**config.mk**
```make
export PLATFORM = sky130hd
export DESIGN_NAME = spi_master
export DESIGN_NICKNAME = d
export VERILOG_FILES = /design/src/rtl/spi_master.sv
export SDC_FILE = /design/constraint.sdc
export NUM_CORES = 1
export LEC_CHECK = 0
export BUFFER_PORTS_ARGS = -buffer_cell sky130_fd_sc_hd__buf_2
export CAP_MARGIN = 30
export CORE_MARGIN = 1.5
export CORE_UTILIZATION = 40
export CTS_CLUSTER_DIAMETER = 50
export DETAILED_ROUTE_END_ITERATION = 7
export HOLD_SLACK_MARGIN = 0.05
export PLACE_DENSITY = 0.6
export RECOVER_POWER = 50
export SYNTH_ARGS = -nofsm -noshare
export SYNTH_HDL_FRONTEND = slang
export SYNTH_SLANG_ARGS = --single-unit
export TNS_END_PERCENT = 30
```
**constraint.sdc**
```tcl
create_clock -name Pclk -period 2.6 [get_ports Pclk]
set_clock_uncertainty 0.05 [all_clocks]
set_input_delay 0.13 -clock Pclk [delete_from_list [all_inputs] [get_ports Pclk]]
set_output_delay 0.13 -clock Pclk [all_outputs]
set_load 0.05 [all_outputs]
```
**src/rtl/spi_master.sv**
```systemverilog
// spi_master: single-byte SPI master, MSB first, all four SPI modes.
// sclk is generated from Pclk by a programmable half-period divider.
//
// Ports:
//   Pclk, Preset         system clock, synchronous active-high reset
//   clk_div              sclk half-period in Pclk cycles (0 behaves as 1)
//   mode                 {CPOL, CPHA}
//   write_data, write_en transmit byte and transfer request
//   enable               must be high to start or continue a transfer
//   miso                 serial input from the slave
//   read_data            last completely received byte
//   cs, mosi, sclk       SPI interface, cs active low
//   pos_edge, neg_edge   one-cycle strobes coincident with the new sclk level
//   busy                 transfer in progress
//
// state    | meaning
// ---------+-----------------------------------------------------------
// IDLE     | cs high, sclk parked at mode[1], waiting for a request
// TRANSFER | cs low, generating 2*DATA_W sclk edges plus a final hold
// DONE     | one cycle: publish received byte, release cs
module spi_master #(
    parameter int DATA_W = 8,
    parameter int DIV_W  = 6
) (
    input  logic              Pclk,
    input  logic              Preset,
    input  logic [DIV_W-1:0]  clk_div,
    input  logic [1:0]        mode,
    input  logic [DATA_W-1:0] write_data,
    input  logic              write_en,
    input  logic              enable,
    input  logic              miso,
    output logic [DATA_W-1:0] read_data,
    output logic              cs,
    output logic              mosi,
    output logic              sclk,
    output logic              pos_edge,
    output logic              neg_edge,
    output logic              busy
);

    localparam int EDGES = 2 * DATA_W;
    localparam int EW    = $clog2(EDGES + 1);

    typedef enum logic [1:0] {IDLE, TRANSFER, DONE} state_t;

    state_t            state_q, state_d;
    logic              cs_q, cs_d;
    logic              busy_q, busy_d;
    logic              sclk_q, sclk_d;
    logic              mosi_q, mosi_d;
    logic              pos_q, pos_d;
    logic              neg_q, neg_d;
    logic [DATA_W-1:0] rd_q, rd_d;
    logic [DATA_W-1:0] tx_q, tx_d;
    logic [DATA_W-1:0] rx_q, rx_d;
    logic              cpol_q, cpol_d;
    logic              cpha_q, cpha_d;
    logic [DIV_W-1:0]  div_q, div_d;
    logic [DIV_W-1:0]  cnt_q, cnt_d;
    logic [EW-1:0]     edge_q, edge_d;

    logic [DIV_W-1:0]  div_eff;
    logic              leading;

    assign div_eff = (clk_div == '0) ? DIV_W'(1) : clk_div;
    // sclk still at its idle level means the next toggle moves away from CPOL
    assign leading = (sclk_q == cpol_q);

    always_comb begin
        state_d = state_q;
        cs_d    = cs_q;
        busy_d  = busy_q;
        sclk_d  = sclk_q;
        mosi_d  = mosi_q;
        pos_d   = 1'b0;
        neg_d   = 1'b0;
        rd_d    = rd_q;
        tx_d    = tx_q;
        rx_d    = rx_q;
        cpol_d  = cpol_q;
        cpha_d  = cpha_q;
        div_d   = div_q;
        cnt_d   = cnt_q;
        edge_d  = edge_q;

        case (state_q)
            IDLE: begin
                cs_d   = 1'b1;
                busy_d = 1'b0;
                sclk_d = mode[1];
                if (enable && write_en) begin
                    state_d = TRANSFER;
                    cs_d    = 1'b0;
                    busy_d  = 1'b1;
                    mosi_d  = write_data[DATA_W-1];
                    tx_d    = write_data;
                    rx_d    = '0;
                    cpol_d  = mode[1];
                    cpha_d  = mode[0];
                    div_d   = div_eff;
                    cnt_d   = div_eff - DIV_W'(1);
                    edge_d  = '0;
                end
            end

            TRANSFER: begin
                if (!enable) begin
                    state_d = IDLE;
                    cs_d    = 1'b1;
                    busy_d  = 1'b0;
                    sclk_d  = cpol_q;
                    mosi_d  = 1'b0;
                end else if (cnt_q != '0) begin
                    cnt_d = cnt_q - DIV_W'(1);
                end else begin
                    cnt_d = div_q - DIV_W'(1);
                    if (edge_q == EW'(EDGES)) begin
                        // final half-period hold at CPOL has elapsed
                        state_d = DONE;
                    end else begin
                        edge_d = edge_q + EW'(1);
                        sclk_d = ~sclk_q;
                        pos_d  = ~sclk_q;
                        neg_d  = sclk_q;
                        if (leading) begin
                            if (cpha_q) begin
                                mosi_d = tx_q[DATA_W-1];
                                tx_d   = tx_q << 1;
                            end else begin
                                rx_d = {rx_q[DATA_W-2:0], miso};
                            end
                        end else begin
                            if (cpha_q) begin
                                rx_d = {rx_q[DATA_W-2:0], miso};
                            end else if (edge_q != EW'(EDGES - 1)) begin
                                // bit7 was already presented at cs fall, so
                                // the last trailing edge has nothing to shift
                                mosi_d = tx_q[DATA_W-2];
                                tx_d   = tx_q << 1;
                            end
                        end
                    end
                end
            end

            DONE: begin
                state_d = IDLE;
                cs_d    = 1'b1;
                busy_d  = 1'b0;
                rd_d    = rx_q;
            end

            default: state_d = IDLE;
        endcase
    end

    always_ff @(posedge Pclk) begin
        if (Preset) begin
            state_q <= IDLE;
            cs_q    <= 1'b1;
            busy_q  <= 1'b0;
            sclk_q  <= 1'b0;
            mosi_q  <= 1'b0;
            pos_q   <= 1'b0;
            neg_q   <= 1'b0;
            rd_q    <= '0;
            tx_q    <= '0;
            rx_q    <= '0;
            cpol_q  <= 1'b0;
            cpha_q  <= 1'b0;
            div_q   <= DIV_W'(1);
            cnt_q   <= '0;
            edge_q  <= '0;
        end else begin
            state_q <= state_d;
            cs_q    <= cs_d;
            busy_q  <= busy_d;
            sclk_q  <= sclk_d;
            mosi_q  <= mosi_d;
            pos_q   <= pos_d;
            neg_q   <= neg_d;
            rd_q    <= rd_d;
            tx_q    <= tx_d;
            rx_q    <= rx_d;
            cpol_q  <= cpol_d;
            cpha_q  <= cpha_d;
            div_q   <= div_d;
            cnt_q   <= cnt_d;
            edge_q  <= edge_d;
        end
    end

    assign cs        = cs_q;
    assign busy      = busy_q;
    assign sclk      = sclk_q;
    assign mosi      = mosi_q;
    assign pos_edge  = pos_q;
    assign neg_edge  = neg_q;
    assign read_data = rd_q;

endmodule

```
==> impl_metrics.toml <==
[outcome]
status = "finished, final reports clean"

[floorplanning]
die_area_um2 = 6720
die_w_um = 82.0
die_h_um = 82.0
initial_core_util = 0.419
num_rows = 28
io_pins = 35
core_area_um2 = 5960

[worst_setup_path]
slowest_delay_ns = 0.51
criticalPathCategory = "reg -> reg"
critPathTopFamily = "simple AND/OR/NAND/NOR gates"
cp-end-kind = "flip-flop"
reg2reg_setup_slack_ns = 0.26
path_cells = "inv_1 -> ha_1 -> buf_4 -> nor2_1 -> o21a_1 -> nor2_1 -> inv_1 -> ha_1 -> inv_1 -> or4_1 -> a311oi_1"
crit_fanout = 10
cp_num_buf_inv = 4
crit_path_start_kind = "flip-flop"
arrival_ns = 2.51
slowest_stage = "or4_1"
path_common_cell = "inv_1"
cp.required_ns = 2.77

[clocking]
cts_buffers = 5
clk-insertion-delay-late_ns = 0.30
clkTransAtPathRegs_ns = 0.09
cts_tree = "built"
cts_buffer_depth = 2
cts_sinks = 51
clk_root_buffer_cell = "clkbuf_8"
cts.htree.levels = 2
cts_setup_buffers = 0

[route]
drtIter0Drc = 134
wl_per_cell_um = 13.3
dr_total_vias = 2145
drt_wl_total_um = 5500
antenna_left = 0
first_pass_iters = 4
viasPerCell = 5.17
route.detailed.drc = 0

[synthesis]
synth_area_leaders = "dfxtp_1, nor2_1, mux2i_1"
synth_top_cell_by_area = "dfxtp_1"
synth_compound_gate_area_share = 0.183
synth_simple_gate_area_frac = 0.243
async_flop_share = 0
seq_area_frac_synth = 0.409
synth.distinct_cells = 51
synth-seq-cells = 51
synth_top_area_frac = 0.409
synthAdderAreaFrac = 0.0401
synth_xor_xnor_area_share = 0.0140
netlist_area_um2 = 2500
synth_top_family_by_area = "simple AND/OR/NAND/NOR gates"
synthesis.nets = 326
synth_ff_type = "dfxtp_1"
yosys_warnings = 0
synth_edf_count = 0
syn_inst = 297
muxShareOfSynthArea = 0.0682
syn_avg_cell_area_um2 = 8.40

[sta]
min_period_over_period = 0.899
timing.fmax_mhz = 428
tightest_slew_ns = 0.598
finalHoldViolations = 0
setup_tns_ns = 0
relSlewSlack = 0.601
rsz0062_at_grt = "false"
drv_slew = 0
finalCriticalPeriod_ns = 2.34
finalSetupViolations = 0

[power]
p_seq_frac = 0.485
p_comb_frac = 0.174
switching_share = 0.278
switchingPower_mw = 0.481
ir_drop_uv = 255
total_power_mw = 1.73
p_leak_nw = 1.05
p_per_area_nw_per_um2 = 588
p_int_mw = 1.25
clkPwrFrac = 0.341

[global_route]
grt_pass1_wl_um = 9090
overflow = 0
antenna_found_initial = 0
grt_pass1_vias = 1889
grt_use_total = 0.175
grt_max_degree = 34

[finish]
diodes = 0
fillCellCount = 599
layout-drive-gt1-share = 0.144
nets = 368
area_growth_pct = 17.7
multi_input_area_um2 = 1380
register_area_um2 = 1020

[placed_design]
io_buffers = 34
dp_hpwl_um = 3890
gp_congestion = 0.864

[run]
cap_violations = 0

[worst_hold_path]
hp-class = "in -> reg"
## final timing paths
check / start / endpoint / depth (start not counted)
setup / recovery: state_q[1] / cnt_q[4] / 11
hold / removal: clk_div[0] / div_q[0] / 3
setup reg to reg: state_q[1] / cnt_q[4] / 11
hold reg to reg: rx_q[7] / rx_q[7] / 2
## logic make-up after synthesis
kind of cell / count (synthesis)
adders and majority gates: 8
AOI/OAI and AO/OA: 62
and+or+nand+nor: 130
muxes: 17
DFF: 51
xor gates and xnor gates: 4
buffers and inverters: 25
## timing repair
item / 4_1_cts / 5_1_grt
resized for setup: 0 / 1
hold buffers: 8 / 0
endpoints found under the setup margin: 0 / 1
hold endpoints to repair: 8 / 0
## synthesized netlist by cell type (all sizes together), types with 3 or more instances
| master | number |
|---|---|
| o31ai | 3 |
| nand3 | 3 |
| a21oi | 21 |
| and2 | 3 |
| nand2 | 39 |
| mux2i | 17 |
| nor3 | 5 |
| a31oi | 3 |
| o21ai | 4 |
| ha | 8 |
| a211oi | 12 |
| nor2 | 50 |
| nor4 | 3 |
| dfxtp | 51 |
| or4 | 4 |
| inv | 10 |
| or2 | 11 |
| clkbuf | 9 |
| buf | 6 |
| a311oi | 7 |
## stage by stage
step | util | hold slack [ns] | cells | setup WS (ns) | instance area (µm²)
after floorplan | - | 0.216 | 297 | 0.365 | 2500
after global placement | 0.462 | 0.326 | 399 | 0.321 | 2750
after detailed placement | 0.462 | 0.328 | 399 | 0.286 | 2750
after CTS | 0.496 | 0.0615 | 415 | 0.222 | 2950
after global routing | 0.493 | 0.0943 | 415 | 0.0532 | 2940
final | 0.493 | 0.0711 | 415 | 0.262 | 2940
## worst reg2reg max path: cells and delay by family (launching register included)
family                     cells  cell delay (ns)
AOI/OAI and AO/OA              2             0.40
and+or+nand+nor                3             0.65
buffers and inverters          4             0.39
DFF                            1             0.37
adders and majority gates      2             0.38
## area by class of cell
type,instances,share of cell area
tap,75,0.0319
clock inverter,2,0.0132
clock buffer,6,0.0281
timing repair buffer,50,0.0983
multi-input combinational,221,0.468
inverter,10,0.0128
sequential,51,0.347
## state kept, by name, summed over array words and instances (netlist names), 2 cells and up
name / flops
tx_q: 8
read_data: 8
rx_q: 8
edge_q: 5
state_q: 2
div_q: 6
cnt_q: 6
## cells in the final DEF (no fill, tap or decap), types with 2 or more instances in the layout
cell type / Yosys / layout
and3_1: 2 / 2
a22oi_1: 2 / 2
clkbuf_8: 0 / 6
nand2_1: 39 / 39
o21ai_0: 3 / 3
dfxtp_1: 51 / 51
xor2_1: 2 / 2
or4_1: 3 / 3
nor2b_1: 2 / 2
a21oi_1: 20 / 20
or2_2: 3 / 3
inv_1: 9 / 9
a211oi_1: 8 / 8
nor4_1: 2 / 2
nand3_1: 3 / 3
a31oi_1: 3 / 3
o21bai_1: 2 / 2
clkbuf_1: 9 / 15
buf_4: 0 / 7
or2_0: 7 / 7
or3_1: 2 / 2
a311oi_1: 7 / 6
nor3_1: 5 / 5
and2_1: 3 / 3
mux2i_1: 17 / 17
dlygate4sd3_1: 0 / 8
buf_2: 3 / 20
xnor2_1: 2 / 2
nor2_1: 50 / 50
o31ai_1: 2 / 2
ha_1: 8 / 8
a211oi_2: 3 / 3
o21a_1: 2 / 2
o22ai_1: 2 / 2
## layer usage
| metal | vias to the layer above | GRT usage | part of all wire |
|---|---|---|---|
| met5 | - | 0 | 0 |
| met4 | 0 | 0.0407 | 0.0096 |
| met3 | 6 | 0.0389 | 0.037 |
| met2 | 39 | 0.274 | 0.43 |
| met1 | 980 | 0.245 | 0.52 |
| li1 | 1120 | - | - |
## power by group through the flow
stage	logic (mW)	clock network (mW)	registers (mW)
after floorplan	0.198	0	0.867
after global placement	0.290	0	0.856
after global routing	0.336	0.635	0.843
after CTS	0.302	0.606	0.838
final	0.301	0.589	0.839
after detailed placement	0.292	0	0.856
No activity file was read; power rests on OpenSTA's default activity.
